**config.mk**
```make
export PLATFORM = sky130hd
export DESIGN_NAME = imem_loader
export DESIGN_NICKNAME = d
export VERILOG_FILES = /design/src/rtl/imem_loader.sv
export SDC_FILE = /design/constraint.sdc
export NUM_CORES = 1
export LEC_CHECK = 0
export ABC_AREA = 1
export CAP_MARGIN = 20
export CORE_MARGIN = 2
export CORE_UTILIZATION = 35
export CTS_BUF_LIST = sky130_fd_sc_hd__clkbuf_4 sky130_fd_sc_hd__clkbuf_8
export CTS_CLUSTER_DIAMETER = 120
export DETAILED_ROUTE_END_ITERATION = 8
export GPL_ROUTABILITY_DRIVEN = 0
export PLACE_DENSITY_LB_ADDON = 0.3
export SLEW_MARGIN = 20
export SYNTH_ARGS = -nofsm -noshare
export SYNTH_HDL_FRONTEND = slang
export SYNTH_SLANG_ARGS = --single-unit
```
**constraint.sdc**
```tcl
create_clock -name SYS_clk -period 3.15 [get_ports SYS_clk]
set_clock_uncertainty 0.05 [all_clocks]
set_input_delay 0.4725 -clock SYS_clk [delete_from_list [all_inputs] [get_ports SYS_clk]]
set_output_delay 0.4725 -clock SYS_clk [all_outputs]
set_load 0.02 [all_outputs]
```
**src/rtl/imem_loader.sv**
```systemverilog
// Framed byte-stream program loader for the CPU instruction memory.
// Assembles big-endian words, writes them from address 0 and verifies an XOR checksum.
module imem_loader #(
  parameter int unsigned ADDR_W    = 8,
  parameter int unsigned MAX_WORDS = 64
) (
  input  logic              SYS_clk,
  input  logic              SYS_reset,
  input  logic              LD_start,
  input  logic              LD_byte_valid,
  input  logic [7:0]        LD_byte,
  output logic              LD_byte_ready,
  output logic              LD_imem_we,
  output logic [ADDR_W-1:0] LD_imem_addr,
  output logic [31:0]       LD_imem_data,
  output logic              LD_cpu_hold,
  output logic              LD_done,
  output logic              LD_error
);

  localparam int unsigned IDX_W = $clog2(MAX_WORDS + 1);

  typedef enum logic [2:0] {
    IDLE  = 3'd0,
    COUNT = 3'd1,
    DATA  = 3'd2,
    WRITE = 3'd3,
    CHECK = 3'd4,
    DONE  = 3'd5,
    ERR   = 3'd6
  } state_t;

  state_t            state_q, state_d;
  logic [IDX_W-1:0]  word_idx_q, word_idx_d;
  logic [1:0]        byte_idx_q, byte_idx_d;
  logic [7:0]        count_q, count_d;
  logic [7:0]        xor_q, xor_d;
  logic [31:0]       word_q, word_d;
  logic              ready_q, ready_d;
  logic              we_q, we_d;
  logic [ADDR_W-1:0] addr_q, addr_d;
  logic [31:0]       data_q, data_d;
  logic              hold_q, hold_d;
  logic              done_q, done_d;
  logic              error_q, error_d;
  logic              accept;

  // ready_q always mirrors the registered state, so no valid->ready path exists
  assign accept = LD_byte_valid && ready_q;

  // Next-state and next-output decode; every output is re-registered from state_d
  always_comb begin
    state_d    = state_q;
    word_idx_d = word_idx_q;
    byte_idx_d = byte_idx_q;
    count_d    = count_q;
    xor_d      = xor_q;
    word_d     = word_q;
    we_d       = 1'b0;
    addr_d     = addr_q;
    data_d     = data_q;

    case (state_q)
      IDLE, DONE, ERR: begin
        if (LD_start) begin
          state_d    = COUNT;
          word_idx_d = '0;
          byte_idx_d = '0;
          xor_d      = '0;
        end
      end
      COUNT: begin
        if (accept) begin
          if (LD_byte == 8'd0 || 32'(LD_byte) > MAX_WORDS) begin
            state_d = ERR;
          end else begin
            count_d = LD_byte;
            xor_d   = LD_byte;
            state_d = DATA;
          end
        end
      end
      DATA: begin
        if (accept) begin
          word_d     = {word_q[23:0], LD_byte};
          xor_d      = xor_q ^ LD_byte;
          byte_idx_d = byte_idx_q + 2'd1;
          if (byte_idx_q == 2'd3) begin
            state_d = WRITE;
            we_d    = 1'b1;
            addr_d  = ADDR_W'({word_idx_q, 2'b00});
            data_d  = {word_q[23:0], LD_byte};
          end
        end
      end
      WRITE: begin
        word_idx_d = word_idx_q + IDX_W'(1);
        if (32'(word_idx_q) + 32'd1 == 32'(count_q)) begin
          state_d = CHECK;
        end else begin
          state_d = DATA;
        end
      end
      CHECK: begin
        if (accept) begin
          state_d = (LD_byte == xor_q) ? DONE : ERR;
        end
      end
      default: state_d = IDLE;
    endcase

    ready_d = (state_d == COUNT) || (state_d == DATA) || (state_d == CHECK);
    hold_d  = (state_d == COUNT) || (state_d == DATA) || (state_d == WRITE) ||
              (state_d == CHECK) || (state_d == ERR);
    done_d  = (state_d == DONE);
    error_d = (state_d == ERR);
  end

  always_ff @(posedge SYS_clk or posedge SYS_reset) begin
    if (SYS_reset) begin
      state_q    <= IDLE;
      word_idx_q <= '0;
      byte_idx_q <= '0;
      count_q    <= '0;
      xor_q      <= '0;
      word_q     <= '0;
      ready_q    <= 1'b0;
      we_q       <= 1'b0;
      addr_q     <= '0;
      data_q     <= '0;
      hold_q     <= 1'b0;
      done_q     <= 1'b0;
      error_q    <= 1'b0;
    end else begin
      state_q    <= state_d;
      word_idx_q <= word_idx_d;
      byte_idx_q <= byte_idx_d;
      count_q    <= count_d;
      xor_q      <= xor_d;
      word_q     <= word_d;
      ready_q    <= ready_d;
      we_q       <= we_d;
      addr_q     <= addr_d;
      data_q     <= data_d;
      hold_q     <= hold_d;
      done_q     <= done_d;
      error_q    <= error_d;
    end
  end

  assign LD_byte_ready = ready_q;
  assign LD_imem_we    = we_q;
  assign LD_imem_addr  = addr_q;
  assign LD_imem_data  = data_q;
  assign LD_cpu_hold   = hold_q;
  assign LD_done       = done_q;
  assign LD_error      = error_q;

endmodule

```
# After elaboration in Yosys (flattened, before gate mapping)
# Index checks and enable logic that the tools add are counted.
dict set report totals {
  reg_bits 95
  inputBits 12
  out_inout_bits 45
  word_cells 79
}
dict set report classes {
  add_sub_neg 3
  order_cmp 1
  eq_ne 19
  muxes 22
  bitwise_logic 2
  reduce_logical 19
}
# op count
set op_table {}
lappend op_table {{2-to-1 mux 8 bit} 4}
lappend op_table {{case mux 8 bit (3 select lines)} 1}
lappend op_table {{2-to-1 mux 3 bit} 7}
lappend op_table {{== test 3 bit, second input constant} 6}
lappend op_table {{== test 8 bit} 2}
lappend op_table {{case mux 3 bit (5 select lines)} 1}
lappend op_table {{case mux 7 bit (2 select lines)} 1}
lappend op_table {{== test 3 x 2 -> 1 bit, second input constant} 4}
lappend op_table {{AND reduction 3 bit} 3}
lappend op_table {{adder 7 x 1 -> 8 bit, second input constant} 1}
lappend op_table {{> comparator 8 x 7 -> 1 bit, second input constant} 1}
lappend op_table {{zero test 8 bit} 1}
lappend op_table {{!= test 2 bit, second input constant} 4}
lappend op_table {{XOR 8 bit} 1}
lappend op_table {{adder 7 x 1 -> 7 bit, second input constant} 1}
lappend op_table {{2-to-1 mux 7 bit} 1}
lappend op_table {{== test 3 x 1 -> 1 bit, second input constant} 2}
lappend op_table {{logical OR 1 bit} 6}
lappend op_table {{2-to-1 mux 2 bit} 3}
lappend op_table {{AND reduction 5 bit} 1}
lappend op_table {{case mux 2 bit (2 select lines)} 1}
lappend op_table {{AND reduction 2 bit} 2}
lappend op_table {{nonzero test 2 bit} 2}
lappend op_table {{zero test 3 bit} 1}
lappend op_table {{7 further kinds} 9}

# Logic depth before layout (Yosys ltp)
# Gate-level depths: netlist of the first run.
dict set report depth {
  word_depth 10
  mapped_depth 17
  mapped_depth_nobuf 17
}

# Worst setup path before layout of the first run
# Ideal clock, no wire load.
dict set report synth_timing {
  path_type {register to register}
  from {register word_idx_q[0]}
  to {register hold_q, in the netlist LD_cpu_hold}
  setup_ns 0.113
  t_arrival_ns 1.573
  required_ns 2.987
  path_slack_ns 1.414
  stages_incl_launch_ff 17
  path_buffers 0
  period_less_slack_ns 1.736
  cell_sequence {dfrtp_1 > ha_1 > inv_1 > nand2_1 > nand2_1 > nor2_1 > nand2_1 > nor2_1 > nand2_1 > nor2_1 > nand2_1 > nand2_1 > nand2_1 > nand2_1 > nand3_1 > nand2_1 > inv_1}
}
dict set report synth_via {
  elab_chain_cells 9
}
# item line
set synth_lines {}
lappend synth_lines {{start: declaration} 34} ;# logic [IDX_W-1:0] word_idx_q, word_idx_d;
lappend synth_lines {{start signal: assignment} 136} ;# word_idx_q <= word_idx_d;
lappend synth_lines {{adder 7 x 1 -> 8 bit *} 98} ;# if (32'(word_idx_q) + 32'd1 == 32'(count_q)) begin
lappend synth_lines {{== test 8 bit *} 98}
lappend synth_lines {{2-to-1 mux 3 bit *} 98}
lappend synth_lines {{case mux 3 bit (5 select lines) *} 63} ;# case (state_q)
lappend synth_lines {{== test 3 x 1 -> 1 bit / == test 3 x 2 -> 1 bit (equally long branches)} 113} ;# hold_d = (state_d == COUNT) || (state_d == DATA) || (state_d == WRITE) ||
lappend synth_lines {{logical OR 1 bit (3 in a row)} 113}
lappend synth_lines {{logical OR 1 bit *} 114} ;# (state_d == CHECK) || (state_d == ERR);
lappend synth_lines {{named net hold_d} 43} ;# logic hold_q, hold_d;
lappend synth_lines {{end signal: assignment} 145} ;# hold_q <= hold_d;
lappend synth_lines {{end: declaration} 43}
# Mark *: on every way through the listed nets, which the timed path passes. The rest lies on a longest branch.
# A chain may end at the register's enable or synchronous reset.

# Worst setup path in the final report of the first run
dict set report layout_timing {
  from {input port LD_byte[0]}
  to {register xor_q[4]}
}
dict set report layout_via {
  elab_chain_cells 4
}
# item line
set layout_lines {}
lappend layout_lines {{start: declaration} 11} ;# input logic [7:0] LD_byte,
lappend layout_lines {{> comparator 8 x 7 -> 1 bit / zero test 8 bit (equally long branches)} 74} ;# if (LD_byte == 8'd0 || 32'(LD_byte) > MAX_WORDS) begin
lappend layout_lines {{logical OR 1 bit *} 74}
lappend layout_lines {{!= test 2 bit (no source line) *} n/a}
lappend layout_lines {{AND reduction 5 bit (no source line) *} n/a}
lappend layout_lines {{end signal: assignment} 139} ;# xor_q <= xor_d;
lappend layout_lines {{end: declaration} 37} ;# logic [7:0] xor_q, xor_d;
# Every way passes the cells marked *; elsewhere a longest branch is shown, timed or not.

==> results_tabular.tex, run 1 <==
\begin{tabular}{lr}
\hline
Metric & Value \\
\hline
\multicolumn{2}{l}{\textbf{Outcome}} \\
Status & finished, final reports clean \\
\multicolumn{2}{l}{\textbf{Clock tree}} \\
Number of buffers inserted during clock tree synthesis & 9 \\
Total clock sinks & 95 \\
Root Driver & sky130\_fd\_sc\_hd\_\_clkbuf\_8 \\
CTS hold repair buffers & 0 \\
Count of buffers added by post-CTS timing repair for setup & 0 \\
Clock transition at path regs & around 0.09 ns \\
CTS H-tree depth & 3 \\
Post-cts repair resize count & 0 \\
Clock tree from TritonCTS & done \\
Deepest clock path buffer count & 2 \\
Latest clock arrival within the worst-skew pair & $\sim$0.37 ns \\
\multicolumn{2}{l}{\textbf{Synthesis}} \\
Count of flip-flops with a built-in enable after synthesis & 0 \\
Yosys warning total & 0 \\
Distinct cell type count after synthesis & 32 \\
Most used flip-flop cell after synthesis & sky130\_fd\_sc\_hd\_\_dfrtp\_1 \\
Fraction of the yosys area taken by sequential cells & around 56\% \\
Share of async-settable or async-resettable flops after synthesis & 100\% \\
Post-synthesis register bit count & 95 \\
Cells after synthesis & 491 \\
Netlist Area Pre-Place & about 4200 sq um \\
Average cell area after synthesis & between 8 and 9 sq um \\
\multicolumn{2}{l}{\textbf{Power}} \\
Power share of the combinational group & a little under two fifths \\
Net switching share of the total power & 38.8\% \\
Pwr/cell area & around 800 nW/um\^{}2 \\
Part of the total power dissipated in the clock network & between 15 and 20\% \\
Cell-internal power & between 2 and 3 mW \\
Leakage power & roughly 2.5 nW \\
Switching power summed over all nets & between 1.5 and 2 mW \\
Max VDD drop & approximately 0.30 mV \\
Sequential power share & between 40 and 50\% \\
\multicolumn{2}{l}{\textbf{Die}} \\
Die Footprint & 12900 sq um \\
\# IOs & 57 \\
Initial Utilization & between 30\% and 40\% \\
Die boundary width & 114 microns \\
Standard-cell row count & 40 \\
Core area & 11900 sq um \\
Height of the die & around 110 microns \\
\multicolumn{2}{l}{\textbf{GRT}} \\
Pin count of the biggest net entering global routing & 50 \\
Vias in the first global route & about 3100 \\
Global route overflow & 0 \\
Number of antenna violations at the first check in global routing & 0 \\
Global-route wire length before repair & between 15000 and 20000 microns \\
GRT Resource Usage Total & between 10\% and 20\% \\
\multicolumn{2}{l}{\textbf{Worst setup path}} \\
Slowest cell on the critical path & sky130\_fd\_sc\_hd\_\_clkdlybuf4s50\_1 \\
Element type at the critical path end & flop \\
Kind of cell adding the most delay to the critical path & simple AND/OR/NAND/NOR gates \\
Number of buffers and inverters on the critical path & 1 \\
Startpoint of the lowest-slack register-to-register path & word\_idx\_q[0] \\
Critical path data arrival time & 2.52 ns \\
Critical path peak fanout & 16 \\
Launching element of the worst setup path & LD\_byte[0] \\
Depth of the worst register-to-register path & 16 \\
Worst setup endpoint & xor\_q[4] \\
Critical path launch point type & input pin \\
Capture instance of the worst register-to-register path & LD\_cpu\_hold \\
Critical path, cell by cell & clkdlybuf4s50\_1, nor2\_1, nand3\_1, a21oi\_2, nand2\_1, nand2\_1, nand3\_2, nor3\_4, nor2\_1, a31oi\_1 \\
Type of the worst setup path & input pin to flop \\
Worst path depth & 10 \\
Required time of the critical path & around 3.4 ns \\
Flop2flop setup slack & around 1.1 ns \\
Largest incremental delay on the critical path & roughly 0.53 ns \\
\multicolumn{2}{l}{\textbf{Detailed routing}} \\
Detailed-route wire length & $\sim$9100 microns \\
DR WL met3 & roughly 350 microns \\
Routed metal-1 wire length & roughly 4400 microns \\
Pre-antenna DRT Iters & 5 \\
Top routing layer in use & met4 \\
Met2 routed WL & 4220 microns \\
Number of nets still failing antenna checks after routing & 0 \\
Overall via count from detail\_route & 3309 \\
Remaining design rule violation count & 0 \\
DR iter-0 viols & 188 \\
Average routed wire per standard cell & 13.1 microns \\
Vias/cell & 4.74 \\
\multicolumn{2}{l}{\textbf{Placement}} \\
Number of port buffers & 54 \\
Dpl cells & around 700 \\
Post-DP HPWL & 6600 microns \\
Cell area reported after detailed placement & slightly below 5000 sq um \\
\multicolumn{2}{l}{\textbf{Cells and area}} \\
Fill cell total of the finished layout & about 1200 \\
Sequential cell area & 2380 sq um \\
Core utilization of the finished layout & a little over two fifths \\
Post-layout net count & 560 \\
Antenna diode count & 0 \\
Signed area change from the synthesized netlist to the final layout & 20.8\% \\
Post-route design area & about 5100 sq um \\
Share of final-layout standard cells stronger than drive strength 1 & around 8.0\% \\
Area used by multi-input combinational logic & approximately 1500 sq um \\
Non-filler instance count after layout & around 700 \\
\multicolumn{2}{l}{\textbf{STA}} \\
Fin Setup TNS & 0 ns \\
Final Cycle Share & between 70 and 80\% \\
Headroom to the max-slew limit & between 40\% and 50\% \\
Hold Fails Final Rpt & 0 \\
Minimum clock period after layout & 2.28 ns \\
Fmax & 438 MHz \\
Worst slew pin tran & between 0.8 and 0.9 ns \\
RSZ-0062 raised after global routing & no \\
Final Max Tran Viols & 0 \\
Finish-stage setup viols & 0 \\
\multicolumn{2}{l}{\textbf{Worst hold path}} \\
Path class of the lowest-slack min-delay path & flop to flop \\
\multicolumn{2}{l}{\textbf{Run}} \\
Max\_cap viols & 0 \\
\hline
\end{tabular}
-- registers in the layout, summed over array words and instances, names as in the netlist, 2 cells and up --
| register | flops |
|---|---|
| LD_imem_data | 32 |
| word_q | 24 |
| byte_idx_q | 2 |
| state_q | 3 |
| count_q | 8 |
| word_idx_q | 7 |
| LD_imem_addr | 6 |
| xor_q | 8 |
-- cells by family (layout without fill, tap and decap cells) --
family / count (synthesis) / after routing / share of synthesized area [%]
AO/OA/AOI/OAI: 90 / 90 / 11.4
adder cells (fa/ha/maj): 2 / 2 / 0.593
other: 1 / 2 / 0.0889
flip-flops: 95 / 95 / 56.4
buffers and inverters: 75 / 134 / 7.42
AND/OR/NAND/NOR: 219 / 219 / 22.3
XOR/XNOR: 9 / 9 / 1.87
-- cell usage after synthesis (2+ instances only) --
library cell	count	area (sq um)
sky130_fd_sc_hd__nand2_1	158	593
sky130_fd_sc_hd__dfrtp_1	95	2380
sky130_fd_sc_hd__o21ai_0	63	315
sky130_fd_sc_hd__inv_1	53	199
sky130_fd_sc_hd__nor2_1	24	90.1
sky130_fd_sc_hd__nand3_1	16	80.1
sky130_fd_sc_hd__a21oi_1	8	40.0
sky130_fd_sc_hd__clkbuf_1	7	26.3
sky130_fd_sc_hd__nor2_2	6	37.5
sky130_fd_sc_hd__o21ai_1	5	25.0
sky130_fd_sc_hd__o22ai_1	5	31.3
sky130_fd_sc_hd__xnor2_1	5	43.8
sky130_fd_sc_hd__a21oi_2	4	35.0
sky130_fd_sc_hd__a31oi_1	4	25.0
sky130_fd_sc_hd__buf_2	4	20.0
sky130_fd_sc_hd__inv_2	4	15.0
sky130_fd_sc_hd__nand4_1	4	25.0
sky130_fd_sc_hd__xor2_1	4	35.0
sky130_fd_sc_hd__buf_4	3	22.5
sky130_fd_sc_hd__nand3b_1	3	22.5
sky130_fd_sc_hd__buf_6	2	22.5
sky130_fd_sc_hd__ha_1	2	25.0
sky130_fd_sc_hd__nand2_2	2	12.5
sky130_fd_sc_hd__nor3_4	2	32.5
-- final cells by class --
class                           instances  share of cell area [%]
Clock buffer                           12                    3.00
Clock inverter                          4                   0.614
Inverter                               58                    4.30
Multi-Input combinational cell        322                    30.1
Sequential cell                        95                    46.7
Tap cell                              147                    3.61
Timing Repair Buffer                   60                    11.7
-- through the flow --
stage | setup WS, ns | hold slack, ns | power [mW]
floorplan | 0.150 | 0.392 | 2.92
global placement | 0.616 | 0.406 | 3.31
detailed placement | 0.501 | 0.411 | 3.37
CTS | 0.895 | 0.433 | 4.13
global route | 0.616 | 0.462 | 4.44
finish | 0.869 | 0.427 | 4.09
-- worst min-delay path by stage --
stage	start	endpoint	slack, ns	cells after the start
after floorplan	word_q[16]	LD_imem_data[24]	0.39	2
after global placement	word_q[18]	LD_imem_data[26]	0.41	2
after detailed placement	word_q[22]	LD_imem_data[30]	0.41	2
after CTS	word_q[22]	LD_imem_data[30]	0.43	2
after global routing	word_q[4]	word_q[12]	0.46	2
final	word_q[22]	LD_imem_data[30]	0.43	2
-- tightest hold or removal path, stage by stage (launching register included) --
cell	delay [ns]
sky130_fd_sc_hd__dfrtp_1	0.35
sky130_fd_sc_hd__nand2_1	0.06
sky130_fd_sc_hd__nand2_1	0.05
-- power groups by stage --
stage                     clock [mW]  sequential [mW]  combinational, mW
after CTS                      0.777             1.82               1.53
after detailed placement           0             1.85               1.52
after global routing           0.826             1.87               1.74
final                          0.754             1.82               1.52
after global placement             0             1.83               1.48
after floorplan                    0             1.90               1.02
-- metal layers --
| metal | global-route usage (%) | vias to the layer above |
|---|---|---|
| li1 | - | 1657 |
| met3 | 2.66 | 12 |
| met5 | 0 | - |
| met4 | 5.61 | 0 |
| met1 | 20.8 | 1560 |
| met2 | 24.0 | 80 |
-- layout by cell type (no fill, tap or decap), types with 3 or more instances in the layout --
master	Yosys	layout
sky130_fd_sc_hd__nand2_1	158	158
sky130_fd_sc_hd__dfrtp_1	95	95
sky130_fd_sc_hd__o21ai_0	63	63
sky130_fd_sc_hd__clkdlybuf4s50_1	0	54
sky130_fd_sc_hd__inv_1	53	52
sky130_fd_sc_hd__nor2_1	24	24
sky130_fd_sc_hd__nand3_1	16	16
sky130_fd_sc_hd__clkbuf_8	0	10
sky130_fd_sc_hd__a21oi_1	8	8
sky130_fd_sc_hd__nor2_2	6	6
sky130_fd_sc_hd__o21ai_1	5	5
sky130_fd_sc_hd__o22ai_1	5	5
sky130_fd_sc_hd__xnor2_1	5	5
sky130_fd_sc_hd__buf_4	3	5
sky130_fd_sc_hd__inv_2	4	4
sky130_fd_sc_hd__a21oi_2	4	4
sky130_fd_sc_hd__nand4_1	4	4
sky130_fd_sc_hd__xor2_1	4	4
sky130_fd_sc_hd__a31oi_1	4	4
sky130_fd_sc_hd__nand3b_1	3	3
sky130_fd_sc_hd__clkinv_4	0	3
Note: power is estimated with default switching activity, not from simulation.
==> inputs of run 2 (changes only) <==
==> constraint.sdc (replaced) <==
create_clock -name SYS_clk -period 2.09 [get_ports SYS_clk]
set_clock_uncertainty 0.05 [all_clocks]
set_input_delay 0.3135 -clock SYS_clk [delete_from_list [all_inputs] [get_ports SYS_clk]]
set_output_delay 0.3135 -clock SYS_clk [all_outputs]
set_load 0.02 [all_outputs]
==> results_tabular.tex, run 2 (synthesis results as in run 1) <==
\begin{tabular}{lr}
\hline
Metric & Value \\
\hline
\multicolumn{2}{l}{\textbf{Cells and area}} \\
Fill cell total of the finished layout & $\sim$1200 \\
Post-route design area & approximately 5300 sq um \\
Area used by multi-input combinational logic & between 1500 and 2000 sq um \\
Leading cell type in the layout, fill and taps excluded & sky130\_fd\_sc\_hd\_\_nand2\_1 \\
Antenna diode count & 0 \\
Most frequent cells in the layout & sky130\_fd\_sc\_hd\_\_nand2\_1, sky130\_fd\_sc\_hd\_\_dfrtp\_1, sky130\_fd\_sc\_hd\_\_o21ai\_0 \\
Flip-flop count of the largest register after layout & 32 \\
Post-layout net count & 578 \\
Sequential cell area & roughly 2400 sq um \\
Signed area change from the synthesized netlist to the final layout & 25.4\% \\
Core utilization of the finished layout & 44.6\% \\
Share of final-layout standard cells stronger than drive strength 1 & roughly 12\% \\
\multicolumn{2}{l}{\textbf{Die}} \\
Standard-cell row count & 40 \\
Initial Utilization & between 30\% and 40\% \\
Die Footprint & roughly 13000 sq um \\
Core area & between 10000 and 15000 sq um \\
\# IOs & between 50 and 60 \\
Die boundary width & about 110 microns \\
Height of the die & $\sim$110 microns \\
\multicolumn{2}{l}{\textbf{Worst setup path}} \\
Element type at the critical path end & flop \\
Critical path launch point type & flop \\
Critical path, cell by cell & ha\_4, inv\_1, nand2\_1, nand2\_1, nor2\_1, nand2\_1, nor2\_1, nand2\_1, nor2\_2, nand3\_1, nand2\_1, nand2\_2, inv\_2, nand3\_1, nand2\_1 \\
Capture instance of the worst register-to-register path & LD\_byte\_ready \\
Kind of cell adding the most delay to the critical path & simple AND/OR/NAND/NOR gates \\
Crit path top cell by count & sky130\_fd\_sc\_hd\_\_nand2\_1 \\
Critical path peak fanout & 4 \\
Type of the worst setup path & flop to flop \\
Startpoint of the lowest-slack register-to-register path & word\_idx\_q[1] \\
Critical path data arrival time & $\sim$2.2 ns \\
Slowest cell on the critical path & sky130\_fd\_sc\_hd\_\_dfrtp\_1 \\
Largest incremental delay on the critical path & roughly 0.43 ns \\
Number of buffers and inverters on the critical path & 2 \\
Depth of the worst register-to-register path & 15 \\
Worst path depth & 15 \\
Required time of the critical path & around 2.4 ns \\
Flop2flop setup slack & 0.18 ns \\
\multicolumn{2}{l}{\textbf{Outcome}} \\
Status & finished, final reports clean \\
\multicolumn{2}{l}{\textbf{STA}} \\
Final setup margin & 0.184 ns \\
Final Max Tran Viols & 0 \\
Minimum clock period after layout & $\sim$1.9 ns \\
Final Cycle Share & about nine tenths \\
Hold Fails Final Rpt & 0 \\
Fmax & about 520 MHz \\
Finish-stage setup viols & 0 \\
RSZ-0062 raised after global routing & no \\
\multicolumn{2}{l}{\textbf{Power}} \\
Leakage power & about 2.6 nW \\
Max VDD drop & slightly above 0.5 mV \\
Pwr/cell area & roughly 1200 nW/um\^{}2 \\
Power share of the combinational group & between 30\% and 40\% \\
Part of the total power dissipated in the clock network & between 10\% and 20\% \\
Sequential power share & $\sim$43\% \\
Total power after layout & 6.38 mW \\
Net switching share of the total power & between 30\% and 40\% \\
Switching power summed over all nets & around 2.4 mW \\
Cell-internal power & between 3 and 4 mW \\
\multicolumn{2}{l}{\textbf{Clock tree}} \\
Root Driver & sky130\_fd\_sc\_hd\_\_clkbuf\_8 \\
Latest clock arrival within the worst-skew pair & between 0.3 and 0.4 ns \\
Clock tree from TritonCTS & done \\
Clock transition at path regs & roughly 0.09 ns \\
Deepest clock path buffer count & 2 \\
CTS H-tree depth & 3 \\
Total clock sinks & 95 \\
Number of buffers inserted during clock tree synthesis & 9 \\
\multicolumn{2}{l}{\textbf{Detailed routing}} \\
Pre-antenna DRT Iters & 7 \\
DR iter-0 viols & 187 \\
Overall via count from detail\_route & 3318 \\
Detailed-route wire length & 9120 microns \\
Vias/cell & 4.63 \\
Average routed wire per standard cell & about 13 microns \\
Number of nets still failing antenna checks after routing & 0 \\
Remaining design rule violation count & 0 \\
\multicolumn{2}{l}{\textbf{Worst hold path}} \\
Path class of the lowest-slack min-delay path & input pin to async pin \\
\multicolumn{2}{l}{\textbf{GRT}} \\
Number of antenna violations at the first check in global routing & 0 \\
GRT Resource Usage Total & between 10\% and 20\% \\
Vias in the first global route & a little over 3000 \\
Global route overflow & 0 \\
Pin count of the biggest net entering global routing & 45 \\
Global-route wire length before repair & between 15000 and 20000 microns \\
\multicolumn{2}{l}{\textbf{Placement}} \\
Worst slack at placement & -0.124 ns \\
Number of port buffers & between 50 and 60 \\
Post-DP HPWL & 6820 microns \\
Cell area reported after detailed placement & 5060 sq um \\
\multicolumn{2}{l}{\textbf{Run}} \\
Max\_cap viols & 0 \\
\hline
\end{tabular}
## run 2: power by group through the flow
stage / Clock, mW / Combinational [mW] / Sequential (mW)
after floorplan: 0 / 1.54 / 2.86
after global placement: 0 / 2.36 / 2.75
after detailed placement: 0 / 2.42 / 2.77
after CTS: 1.24 / 2.43 / 2.73
after global routing: 1.34 / 2.77 / 2.80
final: 1.21 / 2.44 / 2.73
## run 2: layer usage
metal  routed length (microns)  global-route usage, %  up-vias  part of all wire, %
met2                      4220                   23.2       63                   46
li1                          -                      -     1699                    -
met3                       377                   3.72        6                  4.1
met5                         0                      0        -                    0
met1                      4410                   21.2     1550                   48
met4                       117                   5.37        0                  1.3
## run 2: worst max-delay path by stage
stage	from	to	slack, ns
6_report	word_idx_q[1]	LD_byte_ready	0.18
2_1_floorplan	word_idx_q[0]	LD_cpu_hold	0.35
3_5_place_dp	LD_byte[4]	xor_q[4]	-0.12
4_1_cts	word_idx_q[1]	LD_cpu_hold	0.14
5_1_grt	word_idx_q[0]	LD_cpu_hold	0.003
3_3_place_gp	LD_byte[4]	LD_cpu_hold	-0.06
## run 2: area by class of cell
class	instances	area share, %
multi-input combinational	322	29.3
clock inverter	7	1.35
sequential	95	45.0
inverter	58	4.19
timing repair buffer	78	14.3
tap	147	3.48
clock buffer	9	2.34
## run 2: timing repair
action | CTS | global route
buffers inserted | 0 | 1
gates resized for setup | 0 | 5
hold buffers | 0 | 0
endpoints found under the setup margin | 0 | 3
## run 2: metrics by stage
| step | setup TNS (ns) | hold WS (ns) | std cells |
|---|---|---|---|
| 3_3_place_gp | -0.332 | 0.406 | 699 |
| 3_5_place_dp | -0.993 | 0.415 | 699 |
| 6_report | 0 | 0.155 | 716 |
| 2_1_floorplan | 0 | 0.373 | 492 |
| 5_1_grt | 0 | 0.153 | 716 |
| 4_1_cts | 0 | 0.139 | 715 |
==> inputs of run 3 (changes only) <==
--- a/config.mk
+++ b/config.mk
@@ -7,6 +7,7 @@
 export LEC_CHECK = 0
 export ABC_AREA = 1
 export CAP_MARGIN = 20
+export CORE_ASPECT_RATIO = 1.5
 export CORE_MARGIN = 2
 export CORE_UTILIZATION = 35
 export CTS_BUF_LIST = sky130_fd_sc_hd__clkbuf_4 sky130_fd_sc_hd__clkbuf_8
==> results_tabular.tex, run 3 (synthesis results as in run 1) <==
\begin{tabular}{lr}
\hline
Metric & Value \\
\hline
\multicolumn{2}{l}{\textbf{Outcome}} \\
Status & finished, final reports clean \\
\multicolumn{2}{l}{\textbf{Detailed routing}} \\
Routed metal-1 wire length & 3970 microns \\
Overall via count from detail\_route & 3370 \\
Average routed wire per standard cell & roughly 13 microns \\
Number of nets still failing antenna checks after routing & 0 \\
Vias/cell & between 4 and 5 \\
DR WL met3 & $\sim$340 microns \\
Top routing layer in use & met4 \\
Remaining design rule violation count & 0 \\
Met2 routed WL & 4470 microns \\
DR iter-0 viols & 193 \\
Detailed-route wire length & roughly 9000 microns \\
Pre-antenna DRT Iters & 4 \\
\multicolumn{2}{l}{\textbf{Cells and area}} \\
Fill cell total of the finished layout & between 1000 and 1500 \\
Share of final-layout standard cells stronger than drive strength 1 & 11.1\% \\
Most frequent cells in the layout & sky130\_fd\_sc\_hd\_\_nand2\_1, sky130\_fd\_sc\_hd\_\_dfrtp\_1, sky130\_fd\_sc\_hd\_\_o21ai\_0 \\
Antenna diode count & 0 \\
Post-layout net count & around 580 \\
Signed area change from the synthesized netlist to the final layout & 25.6\% \\
Flip-flop count of the largest register after layout & 32 \\
Sequential cell area & about 2400 sq um \\
Area used by multi-input combinational logic & 1540 sq um \\
Leading cell type in the layout, fill and taps excluded & sky130\_fd\_sc\_hd\_\_nand2\_1 \\
\multicolumn{2}{l}{\textbf{Worst setup path}} \\
Launching element of the worst setup path & state\_q[2] \\
Flop2flop setup slack & approximately 0.18 ns \\
Critical path peak fanout & 33 \\
Type of the worst setup path & flop to flop \\
Required time of the critical path & 2.32 ns \\
Critical path, cell by cell & nor3\_4, inv\_2, nor2\_8, nand2\_2, buf\_12, buf\_12, o21ai\_0 \\
Depth of the worst register-to-register path & 7 \\
Startpoint of the lowest-slack register-to-register path & state\_q[2] \\
Slowest cell on the critical path & sky130\_fd\_sc\_hd\_\_dfrtp\_1 \\
Critical path launch point type & flop \\
Largest incremental delay on the critical path & $\sim$0.50 ns \\
Critical path data arrival time & between 2 and 2.5 ns \\
Capture instance of the worst register-to-register path & LD\_imem\_data[12] \\
Element type at the critical path end & flop \\
Crit path top cell by count & sky130\_fd\_sc\_hd\_\_buf\_12 \\
\multicolumn{2}{l}{\textbf{STA}} \\
Final Cycle Share & between 90\% and 100\% \\
Minimum clock period after layout & 1.91 ns \\
Finish-stage setup viols & 0 \\
Fmax & roughly 520 MHz \\
Final setup margin & 0.183 ns \\
RSZ-0062 raised after global routing & no \\
Hold Fails Final Rpt & 0 \\
Final Max Tran Viols & 0 \\
\multicolumn{2}{l}{\textbf{Clock tree}} \\
Clock tree from TritonCTS & done \\
Clock transition at path regs & 0.10 ns \\
CTS H-tree depth & 3 \\
Total clock sinks & 95 \\
Number of buffers inserted during clock tree synthesis & 9 \\
Root Driver & sky130\_fd\_sc\_hd\_\_clkbuf\_8 \\
Latest clock arrival within the worst-skew pair & approximately 0.36 ns \\
Deepest clock path buffer count & 2 \\
\multicolumn{2}{l}{\textbf{Die}} \\
Standard-cell row count & 49 \\
Height of the die & 138 microns \\
Core area & $\sim$12000 sq um \\
Die Footprint & 13000 sq um \\
Die boundary width & 93.6 microns \\
Initial Utilization & a little over a third \\
\# IOs & between 50 and 60 \\
\multicolumn{2}{l}{\textbf{Power}} \\
Leakage power & 2.55 nW \\
Pwr/cell area & 1190 nW/um\^{}2 \\
Max VDD drop & between 0.5 and 0.6 mV \\
Total power after layout & $\sim$6.3 mW \\
\multicolumn{2}{l}{\textbf{GRT}} \\
GRT Resource Usage Total & between 10\% and 20\% \\
Global-route wire length before repair & 15700 microns \\
Pin count of the biggest net entering global routing & 35 \\
Global route overflow & 0 \\
Vias in the first global route & between 3000 and 4000 \\
Number of antenna violations at the first check in global routing & 0 \\
\multicolumn{2}{l}{\textbf{Placement}} \\
Number of port buffers & 54 \\
Worst slack at placement & -0.131 ns \\
Post-DP HPWL & 6750 microns \\
\multicolumn{2}{l}{\textbf{Run}} \\
Max\_cap viols & 0 \\
\multicolumn{2}{l}{\textbf{Worst hold path}} \\
Path class of the lowest-slack min-delay path & input pin to async pin \\
\hline
\end{tabular}
## run 3: cell types whose count changed in the layout (fill, tap and decap cells not counted)
cell	previous run	this run
sky130_fd_sc_hd__clkinv_2	3	1
sky130_fd_sc_hd__inv_6	2	3
sky130_fd_sc_hd__buf_4	21	15
sky130_fd_sc_hd__bufinv_16	1	0
sky130_fd_sc_hd__ha_4	1	0
sky130_fd_sc_hd__clkbuf_4	0	1
sky130_fd_sc_hd__buf_12	3	7
sky130_fd_sc_hd__ha_2	0	1
## run 3: metal layers
layer  vias to the layer above  track usage [%]
met4                         0             6.94
met1                      1579             19.5
li1                       1699                -
met5                         -                0
met2                        74             24.6
met3                        18             2.94
## run 3: area by class of cell
cell class                      instances  area share, %
Sequential cell                        95           44.9
Multi-Input combinational cell        322           29.1
Timing Repair Buffer                   76           15.0
Inverter                               58           4.18
Tap cell                              153           3.61
Clock buffer                           10           2.48
Clock inverter                          5          0.756
## run 3: power by group
group / switching (mW) / internal [mW]
registers: 0.332 / 2.40
logic: 1.48 / 1.00
clock network: 0.642 / 0.453
total: 2.46 / 3.86
## run 3: how the worst max path moves through the flow
stage / end / slack [ns] / depth (start not counted)
4_1_cts: LD_cpu_hold / 0.13 / 16
5_1_grt: LD_cpu_hold / 0.009 / 16
3_3_place_gp: LD_cpu_hold / -0.10 / 11
3_5_place_dp: LD_cpu_hold / -0.13 / 11
2_1_floorplan: LD_cpu_hold / 0.35 / 16
6_report: LD_imem_data[12] / 0.18 / 7
## run 3: critical path: cells and delay by family, from the launching register on
family / cells / cell delay [ns]
compound gates: 1 / 0.19
buf+inv: 3 / 0.50
flops: 1 / 0.50
simple gates: 3 / 0.57
## run 3: stage by stage
step | setup TNS (ns) | instance area, sq um | util, % | hold WS, ns | cells
after floorplan | 0 | 4230 | - | 0.373 | 492
after global placement | -0.176 | 5110 | 42.9 | 0.404 | 703
after detailed placement | -0.490 | 5110 | 42.9 | 0.406 | 703
after CTS | 0 | 5280 | 44.4 | 0.243 | 718
after global routing | 0 | 5300 | 44.5 | 0.256 | 719
final | 0 | 5300 | 44.5 | 0.246 | 719
## run 3: timing repair
action | 4_1_cts | 5_1_grt
setup endpoints to repair | 0 | 2
resized for setup | 0 | 4
buffers inserted | 0 | 1
hold buffers | 0 | 0
